[config.mk]
export PLATFORM = sky130hd
export DESIGN_NAME = paddle_vector_gen
export DESIGN_NICKNAME = d
export VERILOG_FILES = /design/src/rtl/paddle_vector_gen.sv
export SDC_FILE = /design/constraint.sdc
export NUM_CORES = 1
export LEC_CHECK = 0
export CAP_MARGIN = 20
export CORE_ASPECT_RATIO = 1.2
export CORE_MARGIN = 2
export CORE_UTILIZATION = 60
export CTS_BUF_LIST = sky130_fd_sc_hd__clkbuf_8
export DETAILED_ROUTE_END_ITERATION = 8
export PLACE_DENSITY_LB_ADDON = 0.08
export RECOVER_POWER = 50
export SYNTH_ARGS = -nofsm -noshare
export SYNTH_HDL_FRONTEND = slang
export SYNTH_SLANG_ARGS = --single-unit
export TNS_END_PERCENT = 50
[constraint.sdc]
create_clock -name clk -period 7.5 [get_ports clk]
set_clock_uncertainty 0.05 [all_clocks]
set_input_delay 1.5 -clock clk [delete_from_list [all_inputs] [get_ports clk]]
set_output_delay 1.5 -clock clk [all_outputs]
set_load 0.02 [all_outputs]
[src/rtl/paddle_vector_gen.sv]
// paddle_vector_gen: marker pair -> paddle center, unit parallel and normal vectors (Q7).
// Optional define PADDLE_SMOOTH_EN averages the new center with the previous one.
module paddle_vector_gen #(
    parameter int ITER    = 12,
    parameter int MIN_LEN = 8
) (
    input  logic               clk,
    input  logic               reset,
    input  logic               sync,
    input  logic [12:0]        ax,
    input  logic [12:0]        ay,
    input  logic [12:0]        bx,
    input  logic [12:0]        by,
    input  logic               a_valid,
    input  logic               b_valid,
    output logic [12:0]        center_x,
    output logic [12:0]        center_y,
    output logic signed [14:0] lx,
    output logic signed [14:0] ly,
    output logic signed [14:0] nx,
    output logic signed [14:0] ny,
    output logic               vec_valid,
    output logic               busy,
    output logic               done,
    output logic               vec_updated
);

    typedef enum logic [1:0] {IDLE, PREP, ITERATE, COMMIT} state_t;

    state_t state, state_nx;

    logic [12:0] ax_q, ay_q, bx_q, by_q;
    logic        av_q, bv_q;
    logic        flip, hold;
    logic [3:0]  it;

    logic signed [15:0] vx, vy, rx, ry;
    logic signed [15:0] vxs, vys, rxs, rys;

    logic signed [13:0] dx, dy;
    logic [13:0]        adx, ady;
    logic               degen;

    logic               ld_in, ld_prep, step, commit, last;

    logic [13:0]        sum_x, sum_y;
    logic [12:0]        cx_new, cy_new;
    logic signed [15:0] lx_r, ly_r, lx_n, ly_n;

    assign dx  = signed'({1'b0, bx_q}) - signed'({1'b0, ax_q});
    assign dy  = signed'({1'b0, by_q}) - signed'({1'b0, ay_q});
    assign adx = dx[13] ? 14'(-dx) : 14'(dx);
    assign ady = dy[13] ? 14'(-dy) : 14'(dy);
    assign degen = !av_q || !bv_q ||
                   ((adx < 14'(MIN_LEN)) && (ady < 14'(MIN_LEN)));

    assign last = (it == 4'(ITER - 1));

    assign vxs = vx >>> it;
    assign vys = vy >>> it;
    assign rxs = rx >>> it;
    assign rys = ry >>> it;

    assign sum_x  = {1'b0, ax_q} + {1'b0, bx_q};
    assign sum_y  = {1'b0, ay_q} + {1'b0, by_q};
    assign cx_new = 13'(sum_x >> 1);
    assign cy_new = 13'(sum_y >> 1);

    assign lx_r = (rx + 16'sd8) >>> 4;
    assign ly_r = (ry + 16'sd8) >>> 4;
    assign lx_n = flip ? -lx_r : lx_r;
    assign ly_n = flip ? -ly_r : ly_r;

    // state register
    always_ff @(posedge clk) begin
        if (reset) state <= IDLE;
        else       state <= state_nx;
    end

    // next-state logic
    always_comb begin
        state_nx = state;
        unique case (state)
            IDLE:    if (sync) state_nx = PREP;
            PREP:    state_nx = degen ? COMMIT : ITERATE;
            ITERATE: if (last) state_nx = COMMIT;
            COMMIT:  state_nx = IDLE;
            default: state_nx = IDLE;
        endcase
    end

    // per-state control strobes and busy flag
    always_comb begin
        ld_in   = (state == IDLE) && sync;
        ld_prep = (state == PREP);
        step    = (state == ITERATE);
        commit  = (state == COMMIT);
        busy    = (state != IDLE) || done;
    end

    // input latch, CORDIC setup and micro-rotations
    always_ff @(posedge clk) begin
        if (reset) begin
            ax_q <= '0; ay_q <= '0; bx_q <= '0; by_q <= '0;
            av_q <= 1'b0; bv_q <= 1'b0;
            flip <= 1'b0; hold <= 1'b0; it <= '0;
            vx <= '0; vy <= '0; rx <= '0; ry <= '0;
        end else if (ld_in) begin
            ax_q <= ax; ay_q <= ay; bx_q <= bx; by_q <= by;
            av_q <= a_valid; bv_q <= b_valid;
        end else if (ld_prep) begin
            hold <= degen;
            flip <= dx[13];
            it   <= '0;
            vx   <= dx[13] ? -16'(dx) : 16'(dx);
            vy   <= dx[13] ? -16'(dy) : 16'(dy);
            rx   <= 16'sd1248;
            ry   <= 16'sd0;
        end else if (step) begin
            it <= it + 4'd1;
            if (!vy[15]) begin
                vx <= vx + vys; vy <= vy - vxs;
                rx <= rx - rys; ry <= ry + rxs;
            end else begin
                vx <= vx - vys; vy <= vy + vxs;
                rx <= rx + rys; ry <= ry - rxs;
            end
        end
    end

    // atomic output update at COMMIT
    always_ff @(posedge clk) begin
        if (reset) begin
            center_x    <= 13'd320;
            center_y    <= 13'd240;
            lx          <= 15'sd0;
            ly          <= 15'sd128;
            nx          <= -15'sd128;
            ny          <= 15'sd0;
            vec_valid   <= 1'b0;
            done        <= 1'b0;
            vec_updated <= 1'b0;
        end else begin
            done <= commit;
            if (commit) begin
                vec_updated <= !hold;
                if (!hold) begin
                    lx <= 15'(lx_n);
                    ly <= 15'(ly_n);
                    nx <= 15'(-ly_n);
                    ny <= 15'(lx_n);
                    vec_valid <= 1'b1;
`ifdef PADDLE_SMOOTH_EN
                    if (vec_valid) begin
                        center_x <= 13'(({1'b0, center_x} + {1'b0, cx_new}) >> 1);
                        center_y <= 13'(({1'b0, center_y} + {1'b0, cy_new}) >> 1);
                    end else begin
                        center_x <= cx_new;
                        center_y <= cy_new;
                    end
`else
                    center_x <= cx_new;
                    center_y <= cy_new;
`endif
                end
            end
        end
    end

endmodule
==> results of run 1 <==
cell usage after synthesis, types with 16 or more instances:
| cell type | count | share of area, % |
|---|---|---|
| nor3_1 | 61 | 1.7 |
| a21oi_1 | 233 | 6.3 |
| a211oi_1 | 38 | 1.5 |
| a21o_1 | 27 | 1.1 |
| dfxtp_1 | 199 | 22 |
| o21a_1 | 30 | 1.2 |
| and3_1 | 28 | 0.95 |
| o211ai_1 | 22 | 0.89 |
| nand2b_1 | 29 | 0.98 |
| mux2i_1 | 43 | 2.3 |
| xor2_1 | 74 | 3.5 |
| and2_1 | 19 | 0.64 |
| inv_1 | 105 | 2.1 |
| clkbuf_1 | 108 | 2.2 |
| buf_2 | 16 | 0.43 |
| mux4_2 | 43 | 5.2 |
| o21bai_1 | 18 | 0.73 |
| or3_1 | 17 | 0.58 |
| ha_1 | 130 | 8.8 |
| nand3_1 | 49 | 1.3 |
| nand2_1 | 266 | 5.4 |
| a31oi_1 | 27 | 0.91 |
| buf_4 | 18 | 0.73 |
| o21ai_0 | 100 | 2.7 |
| nor2_1 | 222 | 4.5 |
| nor2b_1 | 29 | 0.98 |
| xnor2_1 | 127 | 6.0 |
| mux2_2 | 28 | 1.7 |
cell families after synthesis:
family / Yosys count / synth area share (%)
multiplexers: 128 / 11.26
AND/OR/NAND/NOR: 799 / 20.42
buffers and inverters: 272 / 6.360
flip-flops: 199 / 21.54
adder cells (fa/ha/maj): 138 / 9.662
XOR/XNOR: 201 / 9.520
AO/OA/AOI/OAI: 621 / 21.23
final cells by class:
type	instances	area [µm²]
Inverter	110	412.9
Clock buffer	17	234.0
Tap cell	396	495.5
Fill cell	2636	10140
Sequential cell	199	3990
Multi-Input combinational cell	1887	13340
Clock inverter	15	200.2
Timing Repair Buffer	164	1583
registers in the layout, summed over array words and instances (netlist names), 4 cells and up:
register and cells:
by_q 13, rx 16, vy 16, bx_q 13, it 4, ry 16, ay_q 13, ny 15
vx 16, center_y 13, center_x 13, nx 14, ly 15, ax_q 13
critical path, stage by stage, from the launching register on:
cell and delay, ns:
dfxtp_4 1.05, mux4_1 0.75, mux2_2 0.33, a21o_1 0.22, nor3_1 0.36, nand3_1 0.21, nor3b_1 0.29, nand2b_1 0.15
o211ai_1 0.17, o21ai_0 0.11, o2bb2ai_1 0.18, ha_1 0.34, and3_1 0.21, a311oi_1 0.42, o21bai_1 0.10, a21o_1 0.22
and3_1 0.15, or4_1 0.51
path summary, 6_finish.rpt:
kind	to	slack, ns	cells past startpoint
min reg2reg	nx[6]	0.41	2
min	nx[6]	0.41	2
max	vx[15]	1.53	17
max reg2reg	vx[15]	1.53	17
cells in the final DEF (no fill, tap or decap), types with 9 or more instances in the layout:
master / synthesis / final
nand2_1: 266 / 266
a21oi_1: 233 / 233
nor2_1: 222 / 222
dfxtp_1: 199 / 196
ha_1: 130 / 128
xnor2_1: 127 / 127
clkdlybuf4s50_1: 0 / 110
inv_1: 105 / 105
o21ai_0: 100 / 100
xor2_1: 74 / 74
nor3_1: 61 / 61
nand3_1: 49 / 49
mux4_2: 43 / 43
mux2i_1: 43 / 43
a211oi_1: 38 / 38
dlygate4sd3_1: 0 / 35
o21a_1: 30 / 30
nor2b_1: 29 / 29
mux2_2: 28 / 28
nand2b_1: 29 / 28
and3_1: 28 / 28
a31oi_1: 27 / 27
a21o_1: 27 / 27
o211ai_1: 22 / 22
and2_1: 19 / 18
o21bai_1: 18 / 18
or3_1: 17 / 17
clkbuf_8: 0 / 17
mux4_1: 14 / 14
buf_4: 18 / 14
or2_2: 13 / 13
a22oi_1: 13 / 13
nand3b_1: 12 / 12
nor4_1: 12 / 12
o31ai_1: 12 / 12
nand4_1: 9 / 9
metrics by stage:
| stage | setup WS [ns] | instances | cell area, µm² | hold slack (ns) |
|---|---|---|---|---|
| finish | 1.534 | 2788 | 20250 | 0.4074 |
| global route | 1.077 | 2788 | 20250 | 0.4337 |
| CTS | 1.533 | 2787 | 20270 | 0.4147 |
| detailed placement | 1.567 | 2755 | 19840 | 0.3913 |
| global placement | 1.699 | 2755 | 19840 | 0.3839 |
| floorplan | 2.652 | 2358 | 18490 | 0.3949 |
power breakdown:
group	leakage (nW)	total (mW)	switching, mW	internal [mW]
logic	6.28	7.65	4.43	3.21
registers	1.63	1.69	0.409	1.28
clock network	0.209	0.762	0.499	0.263
total	8.12	10.1	5.34	4.75
layer usage:
layer	up-vias	share of wire (%)	track usage (%)
met5	-	0	0
met4	0	2.6	9.357
met3	90	6.2	4.968
met2	568	47	51.53
met1	8182	44	43.72
li1	8431	-	-
==> reports/qor.txt, run 1 <==
DRT Wirelength: 52130 µm
fin crit period: 5.966 ns
TritonCTS Sinks: 199
WL per Instance: 18.70 µm
Clock Path Buffers: 2
Overflow after GRT: 0
worst skew pair latency: 0.51 ns
Final Power: 10.10 mW
vias in the first global route: 15930
Peak Freq: 167.6 MHz
Iteration-0 DRC Markers: 1370
Post-Synthesis Cells: 2358
number of synthesis warnings: 0
crit path DAT: 6.31 ns
largest net degree at the start of global routing: 96
top_reg_cell synth: dfxtp_1
Least-Margin Pin Slew: 3.667 ns
max_cap viols: 4
Hold Vio Cnt, Final: 0
mapped cell area: 0.01849 mm²
antenna violations before repair: 0
crit share post-route: 79.55%
htree depth: 4
Rel. slew slack: -144.5%
First-pass DRT Iterations: 6
die area: 0.03224 mm²
setup violators final: 0
VDD IR max: 0.3182 mV
Pleak: 8.116 nW
worst r2r src: it[0]
violated checks: capacitance limit, slew limit
Layout area overhead: 9.534%
overall routing resource usage: 31.83%
final core utilization: 66.64%
PortBufs: 146
Max Slew Vio Count: 276
CP endpoint kind: flip-flop
Hold Crit Class: reg2reg
Vias: 17270
Avg Inst Size Synth: 7.842 µm²
Core Footprint: 0.03039 mm²
hold buffers post-CTS: 0
RSZ-0062 raised after global routing: false
Post-DP HPWL: 38050 µm
TritonCTS Buffers: 17
hold_sp: nx[6]
Data required, critical path: 7.85 ns
Top Ports: 147
Power Density: 498.5 mW/mm²
CTS resizes: 0
Rows: 70
Clock Root Buffer: clkbuf_8
Synthesized Nets: 2553
Initial Util: 60.84%
die width: 164.3 µm
synthesized flop and latch total: 199
Synth async-reset ratio: 0%
Setup Buffers After CTS: 0
CP startpoint: it[0]
Final ANT Viol Nets: 0
CP max FO: 67
Distinct cells, synth: 84
kind of critical path: reg2reg
Critical Path Source Type: flip-flop
Post-synth EDFFs: 0
layout cells sized above 1: 6.647%
global placer's final weighted congestion: 0.9115
Final #Nets: 2574
sequential-to-total area share from yosys stat: 21.54%
status: finished with violations
DRC: 0
number of diodes: 0
first-pass GRT wire length: 82570 µm
Setup TNS Final: 0 ns
vias per std cell: 6.195
clock-pin slew of the registers on the worst-case setup and hold paths: 0.13 ns
chip height: 196.3 µm
TritonCTS clock tree: done
Note: power is estimated with default switching activity, not from simulation.
==> inputs of run 2 (changes only) <==
clock period = 5.71 ns   (was 7.5 ns; I/O delays follow)
==> reports/qor.txt, run 2 (synthesis gave the netlist of run 1 again) <==
status: finished with violations
violated checks: capacitance limit, slew limit
CP startpoint: it[0]
Rows: 70 (unchanged)
Placed Cells: 2771 (+0.58%)
kind of critical path: reg2reg
vias in the first global route: 16380 (+2.8%)
switching pwr: 7.034 mW (+32%)
Power Density: 652.2 mW/mm² (+31%)
commonest non-fill, non-tap cells in the layout: nand2_1, a21oi_1, nor2_1, dfxtp_1, ha_1
largest net degree at the start of global routing: 84 (-13%)
TritonCTS Buffers: 17 (unchanged)
die width: 164.3 µm (unchanged)
vias per std cell: 6.271 (+1.2%)
TritonCTS Sinks: 199 (unchanged)
Layout area overhead: 10.47%
chip height: 196.3 µm (unchanged)
buffers and inverters on the worst path: 0 (unchanged)
layout cells sized above 1: 7.434% (+0.79 points)
Hold Crit Class: reg2reg
worst skew pair latency: 0.50 ns (about the same)
clock share of power: 7.5% (about the same)
Overflow after GRT: 0 (unchanged)
First-pass DRT Iterations: 7 (+1)
Final #Nets: 2590 (+0.62%)
number of diodes: 0 (unchanged)
Pint: 6.290 mW (+32%)
Final ANT Viol Nets: 0 (unchanged)
most common library cell in the layout ignoring fill and taps: nand2_1
CP max FO: 12 (-82%)
Post-DP HPWL: 39370 µm (+3.5%)
Initial Util: 60.84% (unchanged)
CP Capture Point: vx[15]
R2R Path End: vx[15]
Worst R2R Path Depth: 17 (unchanged)
CP endpoint kind: flip-flop
hold buffers post-CTS: 0 (unchanged)
cell area after layout: 0.02043 mm² (+0.85%)
Max Slew Vio Count: 173 (-37%)
DRT Wirelength: 53400 µm (+2.4%)
fin crit period: 5.353 ns (-0.6135 ns)
switching portion of total power: 52.79% (-0.12 points)
cell family contributing the most delay on the critical path: simple AND/OR/NAND/NOR gates
slowest cell on the critical path: mux4_1
max_cap viols: 3 (-1)
clock-pin slew of the registers on the worst-case setup and hold paths: 0.13 ns (about the same)
post-route insts no fill: 2804 (+0.57%)
DRC: 0 (unchanged)
Data required, critical path: 6.04 ns (-1.81 ns)
Setup TNS Final: 0 ns (unchanged)
htree depth: 4 (unchanged)
Hold Vio Cnt, Final: 0 (unchanged)
crit share post-route: 93.75% (+14 points)
TritonCTS clock tree: done
global placer's final weighted congestion: 0.9398 (+3.1%)
combinational power share: 76.5% (+0.8 points)
hold_ws: 0.4089 ns (+0.001553 ns)
critical-path cell list: mux4_1 -> mux2_2 -> a21o_1 -> nor3_1 -> nand3_1 -> nor3b_1 -> nand2b_1 -> o211ai_1 -> o21ai_0 -> o2bb2ai_1 -> ha_1 -> and3_1 -> a311oi_1 -> o21bai_1 -> a21o_1 -> and3_1 -> or4_1
Vias: 17580 (+1.8%)
slowest stage delay, CP: 0.68 ns (-0.37 ns)
R2R Setup Slk: 0.36 ns (-1.18 ns)
Peak Freq: 186.8 MHz (+11%)
Pleak: 8.261 nW (+1.8%)
die area: 0.03224 mm² (unchanged)
Final Power: 13.32 mW (+32%)
Iteration-0 DRC Markers: 1362 (-0.58%)
overall routing resource usage: 32.46% (+0.63 points)
setup violators final: 0 (unchanged)
Core Footprint: 0.03039 mm² (unchanged)
Worst path depth: 17 (unchanged)
Clock Root Buffer: clkbuf_8
Critical Path Source Type: flip-flop
PortBufs: 146 (unchanged)
crit path DAT: 5.69 ns (-0.62 ns)
sequential share of power: 16.0% (-0.7 points)
Area after DPL: 0.01997 mm² (+0.66%)
antenna violations before repair: 1 (+1)
WL per Instance: 19.05 µm (+1.9%)
Least-Margin Pin Slew: 3.407 ns (-0.2600 ns)
Rel. slew slack: -127.1% (+17 points)
Clock Path Buffers: 2 (unchanged)
Top Ports: 147 (unchanged)
worst r2r src: it[0]
first-pass GRT wire length: 84160 µm (+1.9%)
VDD IR max: 0.5816 mV (+83%)
RSZ-0062 raised after global routing: false
[run 2: cell count changes in the layout (fill, tap and decap cells not counted), sizes merged]
cell | previous run | this run
dlygate4sd3 | 35 | 53
bufinv | 0 | 1
clkbuf | 21 | 20
clkdlybuf4s50 | 110 | 92
clkinv | 12 | 16
buf | 15 | 32
clkinvlp | 1 | 0
inv | 112 | 108
[run 2: repair_timing]
action,in CTS,in global routing
setup endpoints to repair,0,6
endpoints found under the hold margin,0,0
gates resized for setup,0,4
setup buffers,0,1
[run 2: worst min path at each step]
stage	start	endpoint	slack, ns	cells after the start
CTS	ly[6]	ly[6]	0.41	2
detailed placement	nx[14]	nx[14]	0.39	1
global route	ly[11]	ly[11]	0.43	2
finish	ly[6]	ly[6]	0.41	2
floorplan	bv_q	bv_q	0.39	2
global placement	nx[14]	nx[14]	0.38	1
[run 2: stage by stage]
step	setup WS (ns)	utilization, %
2_1_floorplan	0.8620	-
3_3_place_gp	0.4433	65.71
3_5_place_dp	0.3010	65.71
4_1_cts	0.2939	67.18
5_1_grt	0.04030	67.21
6_report	0.3570	67.21
[run 2: worst register-to-register path: cells and delay by family (launching register included)]
kind,cells,cell delay (ns)
mux,2,1.01
compound gates,7,1.37
flops,1,0.52
simple gates,7,1.94
fa+ha+maj,1,0.34
[run 2: cell type report]
class                   instances  area, µm²
clock buffers                  17      234.0
clock inverters                15      215.2
fillers                      2650       9965
inverters                     110      412.9
multi-input cells            1887      13350
flip-flops and latches        199       3993
well taps                     396      495.5
repair buffers                180       1730
[run 2: power by group through the flow]
stage | logic [mW] | clock network (mW) | registers (mW)
6_report | 10.2 | 1.00 | 2.13
5_1_grt | 11.2 | 1.06 | 2.16
4_1_cts | 10.1 | 1.02 | 2.11
3_5_place_dp | 9.95 | 0 | 2.14
3_3_place_gp | 9.76 | 0 | 2.13
2_1_floorplan | 7.88 | 0 | 1.98
[run 2: layer usage]
metal	wire, µm	vias up	GRT usage, %
met5	13	-	0
met4	1071	2	8.869
met3	3920	86	5.624
met2	25020	660	53.00
met1	23380	8373	44.10
li1	-	8462	-
